**src/rtl/logic_issue_stage.sv**
```systemverilog
`default_nettype none
// ============================================================================
// Module   : logic_issue_stage
// Purpose  : Issue stage in front of the 32-bit logical unit. It accepts a
//            decoded XOR/OR/AND instruction in register or immediate form,
//            selects operand B and maps funct3 to the unit's 2-bit select.
//            A, B and L_sel are presented through a registered valid/ready
//            interface. A 2-entry skid buffer (output register plus skid
//            register) keeps full throughput while in_ready_o stays a
//            function of registered state. Illegal funct3 encodings are
//            consumed, dropped and flagged with a one-cycle pulse.
// Ports    : clk_i, rst_n_i (sync, active-low), flush_i
//            in_valid_i / in_ready_o, in_funct3_i, in_rs1_val_i,
//            in_rs2_val_i, in_imm_i, in_use_imm_i, in_rd_i
//            out_valid_o / out_ready_i, out_L_sel_o, out_A_o, out_B_o,
//            out_rd_o, illegal_op_o
// Macro    : LOGIC_ISSUE_NOT_FOLD_EN - when defined, xori with an all-ones
//            immediate issues NOT (01) with B = 0 instead of XOR with
//            B = all ones. The logical unit produces the same result.
// Revision : 1.0 - initial release
// ============================================================================
module logic_issue_stage #(
  parameter int XLEN = 32
) (
  input  logic            clk_i,
  input  logic            rst_n_i,
  input  logic            flush_i,
  input  logic            in_valid_i,
  output logic            in_ready_o,
  input  logic [2:0]      in_funct3_i,
  input  logic [XLEN-1:0] in_rs1_val_i,
  input  logic [XLEN-1:0] in_rs2_val_i,
  input  logic [XLEN-1:0] in_imm_i,
  input  logic            in_use_imm_i,
  input  logic [4:0]      in_rd_i,
  output logic            out_valid_o,
  input  logic            out_ready_i,
  output logic [1:0]      out_L_sel_o,
  output logic [XLEN-1:0] out_A_o,
  output logic [XLEN-1:0] out_B_o,
  output logic [4:0]      out_rd_o,
  output logic            illegal_op_o
);

  typedef enum logic [1:0] {
    S_EMPTY = 2'd0,
    S_ONE   = 2'd1,
    S_FULL  = 2'd2
  } state_e;

  state_e state_q, state_d;

  // Output entry (what the logical unit sees) and the skid entry behind it.
  logic [1:0]      sel_q,      skid_sel_q;
  logic [XLEN-1:0] a_q,        skid_a_q;
  logic [XLEN-1:0] b_q,        skid_b_q;
  logic [4:0]      rd_q,       skid_rd_q;
  logic            illegal_q,  illegal_d;

  // Decoded form of the incoming instruction.
  logic            legal;
  logic [1:0]      new_sel;
  logic [XLEN-1:0] new_b;

  logic push, pop, consume;
  logic load_out_new, load_out_skid, load_skid;

  always_comb begin
    legal   = 1'b1;
    new_sel = 2'b00;
    new_b   = in_use_imm_i ? in_imm_i : in_rs2_val_i;
    case (in_funct3_i)
      3'b100:  new_sel = 2'b00;
      3'b110:  new_sel = 2'b10;
      3'b111:  new_sel = 2'b11;
      default: legal   = 1'b0;
    endcase
`ifdef LOGIC_ISSUE_NOT_FOLD_EN
    // xori rd, rs1, -1 is a bitwise NOT of rs1.
    if (in_funct3_i == 3'b100 && in_use_imm_i && (&in_imm_i)) begin
      new_sel = 2'b01;
      new_b   = '0;
    end
`endif
  end

  // in_ready depends only on registered state, never on out_ready.
  assign in_ready_o  = (state_q != S_FULL) & rst_n_i;
  assign out_valid_o = (state_q != S_EMPTY);

  assign consume   = in_valid_i & in_ready_o & ~flush_i;
  assign push      = consume & legal;
  assign illegal_d = consume & ~legal;
  assign pop       = out_valid_o & out_ready_i;

  always_comb begin
    state_d       = state_q;
    load_out_new  = 1'b0;
    load_out_skid = 1'b0;
    load_skid     = 1'b0;
    if (flush_i) begin
      state_d = S_EMPTY;
    end else begin
      case (state_q)
        S_EMPTY: begin
          if (push) begin
            state_d      = S_ONE;
            load_out_new = 1'b1;
          end
        end
        S_ONE: begin
          if (push && pop) begin
            load_out_new = 1'b1;
          end else if (push) begin
            state_d   = S_FULL;
            load_skid = 1'b1;
          end else if (pop) begin
            state_d = S_EMPTY;
          end
        end
        S_FULL: begin
          // in_ready is low here, so no push can arrive.
          if (pop) begin
            state_d       = S_ONE;
            load_out_skid = 1'b1;
          end
        end
        default: state_d = S_EMPTY;
      endcase
    end
  end

  always_ff @(posedge clk_i) begin
    if (!rst_n_i) begin
      state_q    <= S_EMPTY;
      sel_q      <= 2'b00;
      a_q        <= '0;
      b_q        <= '0;
      rd_q       <= '0;
      skid_sel_q <= 2'b00;
      skid_a_q   <= '0;
      skid_b_q   <= '0;
      skid_rd_q  <= '0;
      illegal_q  <= 1'b0;
    end else begin
      state_q   <= state_d;
      illegal_q <= illegal_d;
      if (load_out_new) begin
        sel_q <= new_sel;
        a_q   <= in_rs1_val_i;
        b_q   <= new_b;
        rd_q  <= in_rd_i;
      end else if (load_out_skid) begin
        sel_q <= skid_sel_q;
        a_q   <= skid_a_q;
        b_q   <= skid_b_q;
        rd_q  <= skid_rd_q;
      end
      if (load_skid) begin
        skid_sel_q <= new_sel;
        skid_a_q   <= in_rs1_val_i;
        skid_b_q   <= new_b;
        skid_rd_q  <= in_rd_i;
      end
    end
  end

  assign out_L_sel_o  = sel_q;
  assign out_A_o      = a_q;
  assign out_B_o      = b_q;
  assign out_rd_o     = rd_q;
  assign illegal_op_o = illegal_q;

endmodule
`default_nettype wire

```
**config.mk**
```make
export PLATFORM = sky130hd
export DESIGN_NAME = logic_issue_stage
export DESIGN_NICKNAME = d
export VERILOG_FILES = /design/src/rtl/logic_issue_stage.sv
export SDC_FILE = /design/constraint.sdc
export NUM_CORES = 1
export LEC_CHECK = 0
export ABC_AREA = 1
export ABC_CLOCK_PERIOD_IN_PS = 2600
export CORE_MARGIN = 10
export CORE_UTILIZATION = 36
export DETAILED_ROUTE_END_ITERATION = 10
export GPL_ROUTABILITY_DRIVEN = 0
export GPL_TIMING_DRIVEN = 0
export PLACE_DENSITY = 0.7
export SETUP_SLACK_MARGIN = 0.5
export SLEW_MARGIN = 20
export SYNTH_ARGS = -nofsm -noshare
export SYNTH_HDL_FRONTEND = slang
export SYNTH_SLANG_ARGS = --single-unit
export TNS_END_PERCENT = 100
```
**constraint.sdc**
```tcl
create_clock -name clk_i -period 2.6 [get_ports clk_i]
set_input_delay 0.65 -clock clk_i [delete_from_list [all_inputs] [get_ports clk_i]]
set_output_delay 0.65 -clock clk_i [all_outputs]
set_load 0.05 [all_outputs]
```
==> results of run 1 <==
[critical path, delay by kind of cell]
family                 cells  cell delay [ps]
buffers and inverters      4              630
AND/OR/NAND/NOR            1              120
[per-layer routing]
| metal | routed length, um | vias to the layer above | track usage | part of all wire |
|---|---|---|---|---|
| met5 | 0 | - | 0 | 0 |
| met4 | 310 | 0 | 0.0496 | 0.012 |
| met3 | 1370 | 22 | 0.0410 | 0.054 |
| met2 | 12100 | 214 | 0.295 | 0.48 |
| met1 | 11600 | 3735 | 0.224 | 0.46 |
| li1 | - | 4323 | - | - |
[cell type report]
| cell class | instances | area share |
|---|---|---|
| plain buffers | 89 | 0.0419 |
| clock buffers | 22 | 0.0438 |
| clock inverters | 10 | 0.0126 |
| inverters | 246 | 0.0871 |
| multi-input cells | 803 | 0.337 |
| flip-flops and latches | 145 | 0.274 |
| well taps | 275 | 0.0324 |
| repair buffers | 193 | 0.171 |
[kinds of logic after synthesis]
kind of cell | count (synthesis) | synth area share
flops | 145 | 0.375
simple gates | 694 | 0.375
buf+inv | 335 | 0.169
compound gates | 109 | 0.0816
[power by group]
group          leakage, nW  total, mW  switching (mW)  internal (mW)
Clock                0.290       2.52           0.967           1.55
Combinational         4.13      0.629           0.368          0.262
Sequential            1.17       2.25          0.0100           2.24
[synthesized netlist by cell type, drive strengths merged]
cell | count | area (um^2)
a21oi | 75 | 379
buf | 38 | 193
clkbuf | 51 | 191
dfxtp | 145 | 2900
inv | 246 | 923
nand2 | 426 | 1600
nand3 | 75 | 380
nand4 | 73 | 457
nor2 | 118 | 448
nor3 | 2 | 21.3
o21a | 1 | 7.51
o21ai | 1 | 5.00
o21bai | 32 | 240
[registers in the layout (all words and copies together) (netlist names)]
| name | cells |
|---|---|
| out_B_o | 32 |
| out_L_sel_o | 2 |
| skid_sel_q | 2 |
| out_rd_o | 5 |
| illegal_op_o | 1 |
| skid_b_q | 32 |
| out_A_o | 32 |
| skid_rd_q | 5 |
| state_q | 2 |
| skid_a_q | 32 |
[path summary, 6_finish.rpt]
check / startpoint / endpoint / slack [ps] / cells past startpoint
hold reg to reg: out_B_o[24]$_SDFFE_PN0P_ / out_B_o[24]$_SDFFE_PN0P_ / 480 / 2
hold / removal: out_B_o[24]$_SDFFE_PN0P_ / out_B_o[24]$_SDFFE_PN0P_ / 480 / 2
setup / recovery: rst_n_i / in_ready_o / 540 / 5
setup reg to reg: state_q[1]$_SDFFE_PP0P_ / skid_a_q[2]$_SDFFE_PN0P_ / 900 / 10
[timing repair]
item	4_1_cts	5_1_grt
pin swaps	4	2
hold buffers	0	0
setup endpoints to repair	215	142
gates resized for setup	105	54
cloned	0	1
buffers inserted	9	1
[per-stage QoR]
| stage | hold WS (ps) | setup WS, ps |
|---|---|---|
| 6_report | 478 | 540 |
| 5_1_grt | 498 | 505 |
| 4_1_cts | 480 | 343 |
| 3_5_place_dp | 474 | -847 |
| 3_3_place_gp | 470 | -837 |
| 2_1_floorplan | 487 | 586 |
==> impl_results.md, run 1 <==
* Status: finished, final reports clean
* Final hold vios at 0
* Most common cell after layout, fill and taps aside: nand2_1
* Cell Area, Synth at 7750 um^2
* Port buffer count at 182
* Fin. max-slew vios at 0
* Total GRT Usage at 0.177
* Multi-input gate area at 3570 um^2
* Final setup viols at 0
* Worst min path class: flop to flop
* Drt first pass iters at 5
* Ratio of total power to cell area at 510 nW/um^2
* CTS buffer count at 17
* Required time worst endpoint at 1950 ps
* Netlist cell types at 20
* Maximum fanout along the worst path at 10
* Clock latency on the worst-skew pair at 430 ps
* Ys Warns at 0
* Clock buffer depth at 2
* CP max stage cell: buf_4
* Area growth from synthesis to layout at 36.9%
* Routed wire length at 25400 um
* Filler Cells Inserted at 2170
* # Max-Cap Violations at 0
* Via count at 8294
* CTS tree: built
* Startpoint Class: primary input
* Tot Pwr at 5.40 mW
* Crit-path max cell delay at 190 ps
* IO Count at 184
* Syn Nets at 1393
* RSZ-0062 raised after global routing: false
* DRC at 0
* H-Tree Depth at 4
* Crit-path cells: buf_2 -> inv_2 -> buf_4 -> nor2_2 -> buf_6
* Sequential share of the synthesized area at 0.375
* Hpwl dp at 18500 um
* Slew at the pin closest to its max-slew limit at 610 ps
* Final worst-path cycle share at 0.792
* Initial detailed-routing violation count at 501
* NumNets Final at 1605
* Clk root buf: clkbuf_16
* Synthesized netlist cell count at 1283
* Largest net degree at the start of global routing at 17
* # diodes at 0
* Sink Count at 145
* Die area at 27800 um^2
* Leakage Power at 5.59 nW
* Initial antenna violation count at 0
* Final Skew at 10.9 ps
* Area after detailed placement at 9920 um^2
* Clk slew on worst S/H paths at 60 ps
* Critical path class: primary input to output port
* Rel. slew slack at 0.595
* Initial cell density of the core at 0.367
* Global route overflow at 0
* Finished Layout Cells at 1783
* Die W at 167 um
* Wire per inst at 14.2 um
* Fmax at 485 MHz
* Vias in the first global route at 7766
* IR drop worst, VDD at 0.363 mV
* First-pass GRT wire length at 40700 um
* #FFs+latches synth at 145
* Placeable Area at 21100 um^2
* CP Capture Type: output port
* Die extent in y at 167 um
* TNS Setup at 0 ps
* Post-layout util at 0.503
* CP arrival at 1410 ps
* Final ANT Viol Nets at 0
* Num rows at 53
* Share of cells above drive strength 1 at 0.0789
* Final worst path period need at 2060 ps
* Most frequent cells in the layout: nand2_1 (426), inv_1 (240), dfxtp_1 (145), nor2_1 (113), clkdlybuf4s50_1 (104)
* Syn_area_per_cell at 6.04 um^2
* Final Cell Area at 10600 um^2
* Via/cell ratio at 4.65
* Placed Cells at 1740
* Register area at 2900 um^2
(Power assumes the default switching activity.)
==> inputs of run 2 (changes only) <==
ABC_CLOCK_PERIOD_IN_PS = 2100   (was 2600)
clock period = 2.1 ns   (was 2.6 ns; I/O delays follow)
==> impl_results.md, run 2 (synthesis gave the netlist of run 1 again) <==
* Initial detailed-routing violation count at 607 (+21%)
* NumNets Final at 1634 (+1.8%)
* Placeable Area at 21100 um^2 (unchanged)
* CP max stage cell: dfxtp_2
* Required time worst endpoint at 2460 ps (+510 ps)
* DR top layer: met4
* Num rows at 53 (unchanged)
* Initial cell density of the core at 0.367 (unchanged)
* Clock latency on the worst-skew pair at 430 ps (about the same)
* Crit-path max cell delay at 340 ps (+150 ps)
* Die W at 167 um (unchanged)
* CP top delay family: buffers and inverters
* Status: finished, final reports clean
* Vias in the first global route at 7986 (+2.8%)
* # diodes at 0 (unchanged)
* Clock buffer depth at 2 (unchanged)
* H-Tree Depth at 4 (unchanged)
* Clk slew on worst S/H paths at 60 ps (about the same)
* Area growth from synthesis to layout at 50.3%
* Final ANT Viol Nets at 0 (unchanged)
* Rel. slew slack at 0.542 (-0.0525)
* Leakage Power at 5.83 nW (+4.3%)
* Final worst-path cycle share at 0.811
* Hold Path Origin: out_A_o[9]$_SDFFE_PN0P_
* Pre-CTS setup slack at -1050 ps (-206 ps)
* IR drop worst, VDD at 0.480 mV (+32%)
* Via/cell ratio at 4.68 (+0.55%)
* Crit-path cells: inv_4 -> nor2_4 -> buf_6 -> nor2_4 -> buf_6 -> nand3_4 -> buf_12 -> buf_12 -> buf_8 -> nand2_2 -> nand2_2 -> a21oi_1
* Worst R2R Start: state_q[1]$_SDFFE_PP0P_
* Metal3 WL at 1500 um (+9.7%)
* Global route overflow at 0 (unchanged)
* Port buffer count at 182 (unchanged)
* Via count at 8452 (+1.9%)
* Largest net degree at the start of global routing at 17 (unchanged)
* Initial antenna violation count at 0 (unchanged)
* Sink Count at 145 (unchanged)
* Final worst path period need at 1700 ps
* RSZ-0062 raised after global routing: true
* Metal2 WL at 13100 um (+8.2%)
* WL met1 at 12300 um (+6.4%)
* Crit. Startpoint: state_q[1]$_SDFFE_PP0P_
* Fmax at 587 MHz
* Final Cell Area at 11600 um^2 (+9.8%)
* Total GRT Usage at 0.182 (+0.00530)
* Fin. max-slew vios at 0 (unchanged)
* First-pass GRT wire length at 41900 um (+3.0%)
* Maximum fanout along the worst path at 6 (-4)
* Final hold vios at 0 (unchanged)
* Wire per inst at 15.2 um (+7.0%)
* WP buf/inv at 6 (+2)
* # Max-Cap Violations at 0 (unchanged)
* Final Skew at 11.6 ps (+0.681 ps)
* Hpwl dp at 18600 um (+0.15%)
* Slew at the pin closest to its max-slew limit at 687 ps (+76.3 ps)
* Post-layout util at 0.552 (+0.0493)
* Drt first pass iters at 5 (unchanged)
* CP arrival at 2060 ps (+650 ps)
* Clk root buf: clkbuf_16
* Critical path class: flop to flop
* IO Count at 184 (unchanged)
* Most frequent cells in the layout: nand2_1 (366), inv_1 (240), dfxtp_1 (143), nor2_1 (109), clkdlybuf4s50_1 (101)
* Die area at 27800 um^2 (unchanged)
* Final setup viols at 0 (unchanged)
* Area after detailed placement at 9920 um^2 (about the same)
* Share of cells above drive strength 1 at 0.219 (+0.140)
* Worst min path class: flop to flop
* Final Worst Setup Slack at 396 ps (-144 ps)
* Most common cell after layout, fill and taps aside: nand2_1
* CP Capture Type: flop
* Die extent in y at 167 um (unchanged)
* Startpoint Class: flop
* CTS tree: built
* CTS buffer count at 17 (unchanged)
* DRC at 0 (unchanged)
* Ratio of total power to cell area at 566 nW/um^2 (+11%)
* Routed wire length at 27500 um (+8.4%)
## run 2: report_power, final
group	internal, mW	total, mW	switching [mW]
Clock	1.80	2.95	1.15
Combinational	0.361	0.845	0.484
Sequential	2.78	2.79	0.0136
Total	4.93	6.59	1.65
## run 2: final timing paths
check	endpoint	slack, ps	depth (start not counted)
worst max-delay path	out_B_o[24]$_SDFFE_PN0P_	400	12
worst min-delay path	out_A_o[9]$_SDFFE_PN0P_	470	2
worst max register to register	out_B_o[24]$_SDFFE_PN0P_	400	12
worst min register to register	out_A_o[9]$_SDFFE_PN0P_	470	2
## run 2: through the flow
stage	std cells	hold WS (ps)	total power [mW]	TNS, ps
floorplan	1283	487	3.24	0
global placement	1740	469	3.62	-73090
detailed placement	1740	474	3.63	-77480
CTS	1792	478	6.59	0
global route	1807	483	6.79	0
finish	1807	472	6.59	0
## run 2: final cells by class
cell class                 instances  area (um^2)
fill                            2034         9440
multi-input combinational        803         4040
sequential                       145         2910
timing repair buffer             222         2090
inverter                         246          931
buffer                            89          773
clock buffer                      20          467
tap                              275          344
clock inverter                     7         87.6
## run 2: worst reg2reg max path: cells and delay by family, from the launching register on
kind            cells  cell delay, ps
flops               1             340
simple gates        5             390
compound gates      1             130
buf+inv             6             770
## run 2: what timing repair did
item	CTS	global route
gates resized for setup	520	204
cloned	4	10
hold buffers	0	0
buffers inserted	21	5
setup endpoints to repair	219	151
pin swaps	13	54
hold endpoints to repair	0	0
## run 2: per-layer routing
| layer | vias to the layer above | track usage |
|---|---|---|
| li1 | 4370 | - |
| met1 | 3794 | 0.227 |
| met2 | 249 | 0.301 |
| met3 | 39 | 0.0405 |
| met4 | 0 | 0.0680 |
| met5 | - | 0 |
==> inputs of run 3 (changes only) <==
ABC_CLOCK_PERIOD_IN_PS = 1600   (was 2100)
clock period = 1.6 ns   (was 2.1 ns; I/O delays follow)
==> impl_results.md, run 3 (synthesis gave the netlist of run 1 again) <==
* Worst min path class: primary input to flop
* RSZ-0062 raised after global routing: true
* Port buffer count at 182 (unchanged)
* CP top delay family: buffers and inverters
* First-pass GRT wire length at 42600 um (+1.5%)
* Slew at the pin closest to its max-slew limit at 641 ps (-46.1 ps)
* Sw Pwr at 2.19 mW (+33%)
* Clock latency on the worst-skew pair at 430 ps (about the same)
* Crit-path max cell delay at 340 ps (about the same)
* Crit-path cells: inv_4 -> nand2_1 -> nor2_4 -> nand3_4 -> buf_6 -> buf_16 -> buf_12 -> buf_12 -> nand3_1 -> a21oi_2
* Wire per inst at 14.7 um (-3.4%)
* IO Count at 184 (unchanged)
* TNS Setup at -561 ps (-561 ps)
* CP Capture Type: flop
* # Max-Cap Violations at 0 (unchanged)
* R2r setup slk at -60 ps (-460 ps)
* Drt first pass iters at 5 (unchanged)
* Routed wire length at 26800 um (-2.4%)
* Reg power frac at 0.423 (about the same)
* Leakage Power at 6.02 nW (+3.3%)
* Hold Path Stages at 3 (+1)
* Die extent in y at 167 um (unchanged)
* Largest net degree at the start of global routing at 17 (unchanged)
* Clk root buf: clkbuf_16
* CP arrival at 1960 ps (-100 ps)
* Total GRT Usage at 0.185 (+0.00224)
* Final Cell Area at 12300 um^2 (+5.4%)
* Hold Path Origin: rst_n_i
* Critical path class: flop to flop
* CP max stage cell: dfxtp_2
* Int Pwr at 6.50 mW (+32%)
* Final worst path period need at 1660 ps (-41.0 ps)
* Clock buffer depth at 2 (unchanged)
* Final hold vios at 0 (unchanged)
* WP buf/inv at 5 (-1)
* CTS tree: built
* Rel. slew slack at 0.573 (+0.0307)
* Initial detailed-routing violation count at 487 (-20%)
* IR drop worst, VDD at 0.534 mV (+11%)
* Fin. max-slew vios at 0 (unchanged)
* NumNets Final at 1647 (+0.80%)
* Most common cell after layout, fill and taps aside: nand2_1
* Via count at 8522 (+0.83%)
* Comb power frac at 0.132 (+0.004)
* Die area at 27800 um^2 (unchanged)
* Switch share at 0.252 (+0.00144)
* Die W at 167 um (unchanged)
* Final setup viols at 27 (+27)
* Area growth from synthesis to layout at 58.3%
* Via/cell ratio at 4.66 (-0.28%)
* Vias in the first global route at 8205 (+2.7%)
* Initial antenna violation count at 3 (+3)
* Final Worst Setup Slack at -62.6 ps (-459 ps)
* CTS buffer count at 17 (unchanged)
* Clk slew on worst S/H paths at 60 ps (about the same)
* Share of cells above drive strength 1 at 0.225 (+0.00664)
* Sink Count at 145 (unchanged)
* Global route overflow at 0 (unchanged)
* Required time worst endpoint at 1890 ps (-570 ps)
* Hold-fix buffers, CTS at 0 (unchanged)
* Status: complete, but fails checks
* Worst reg2reg path depth at 10 (-2)
* Area after detailed placement at 10000 um^2 (+0.87%)
* Final Skew at 9.49 ps (-2.07 ps)
* Clock share of power at 0.444 (-0.004)
* Hold EP: illegal_op_o$_SDFF_PN0_
* Maximum fanout along the worst path at 10 (+4)
* Hpwl dp at 18900 um (+1.6%)
* H-Tree Depth at 4 (unchanged)
* Startpoint Class: flop
* Crit. Startpoint: state_q[1]$_SDFFE_PP0P_
* Placeable Area at 21100 um^2 (unchanged)
* Ratio of total power to cell area at 708 nW/um^2 (+25%)
* DRC at 0 (unchanged)
* Reg2reg end: out_B_o[11]$_SDFFE_PN0P_
* Num rows at 53 (unchanged)
* Most frequent cells in the layout: nand2_1 (405), inv_1 (239), nor2_1 (112), clkdlybuf4s50_1 (101), dfxtp_1 (85)
* Final worst-path cycle share at 1.04 (+0.228)
* Fmax at 601 MHz (+2.5%)
* CP most frequent cell: buf_12
* Final ANT Viol Nets at 0 (unchanged)
* Worst R2R Start: state_q[1]$_SDFFE_PP0P_
* Violated checks: negative setup slack
* Initial cell density of the core at 0.367 (unchanged)
==> run 3: changes by cell type in the layout (fill, tap and decap cells not counted), moves of 8 or more <==
cell / before / now
buf_2: 65 / 11
a21oi_2: 24 / 12
clkbuf_4: 17 / 9
nand2_4: 17 / 1
dfxtp_1: 143 / 85
nand2_2: 43 / 20
a21oi_1: 50 / 62
nand2_1: 366 / 405
dfxtp_2: 1 / 59
buf_8: 13 / 73
==> run 3: worst max-delay path by stage <==
stage	slack, ps	end	cells after the start
detailed placement	-1440	in_ready_o	5
global route	-110	out_B_o[11]$_SDFFE_PN0P_	10
CTS	2	in_ready_o	4
global placement	-1440	in_ready_o	5
finish	-60	out_B_o[11]$_SDFFE_PN0P_	10
floorplan	190	skid_b_q[22]$_SDFFE_PN0P_	8
==> run 3: cell type report <==
cell class	count	area [um^2]
fillers	1941	8820
multi-input cells	803	3780
flip-flops and latches	145	2980
repair buffers	235	2800
inverters	246	946
plain buffers	89	848
clock buffers	21	450
well taps	275	344
clock inverters	10	113
diodes	3	7.51
==> run 3: tightest hold or removal path: stages <==
cell	delay, ps
buf_4	150
nand3_4	80
nor3_1	50
==> run 3: power groups by stage <==
stage	logic (mW)	registers [mW]	clock network (mW)
2_1_floorplan	0.408	3.85	0
3_3_place_gp	1.02	3.74	0
3_5_place_dp	1.03	3.74	0
4_1_cts	1.11	3.67	3.91
5_1_grt	1.25	3.68	4.07
6_report	1.15	3.68	3.86
==> run 3: through the flow <==
step	total power [mW]	cells	util	hold slack, ps	worst slack [ps]
finish	8.69	1827	0.582	306	-62.6
global route	9.00	1827	0.582	298	-109
CTS	8.69	1806	0.554	287	2.01
detailed placement	4.77	1740	0.475	474	-1440
global placement	4.76	1740	0.475	470	-1440
floorplan	4.26	1283	-	482	189
==> run 3: what timing repair did <==
| item | in CTS | in global routing |
|---|---|---|
| setup buffers | 26 | 14 |
| gates cloned | 9 | 4 |
| pin swaps | 20 | 41 |
| endpoints found under the setup margin | 219 | 219 |
| resized for setup | 541 | 325 |
==> run 3: metal layers <==
layer	routed length (um)	track usage
met1	11700	0.220
met3	1300	0.0414
met2	13300	0.314
met4	542	0.0760
met5	0	0
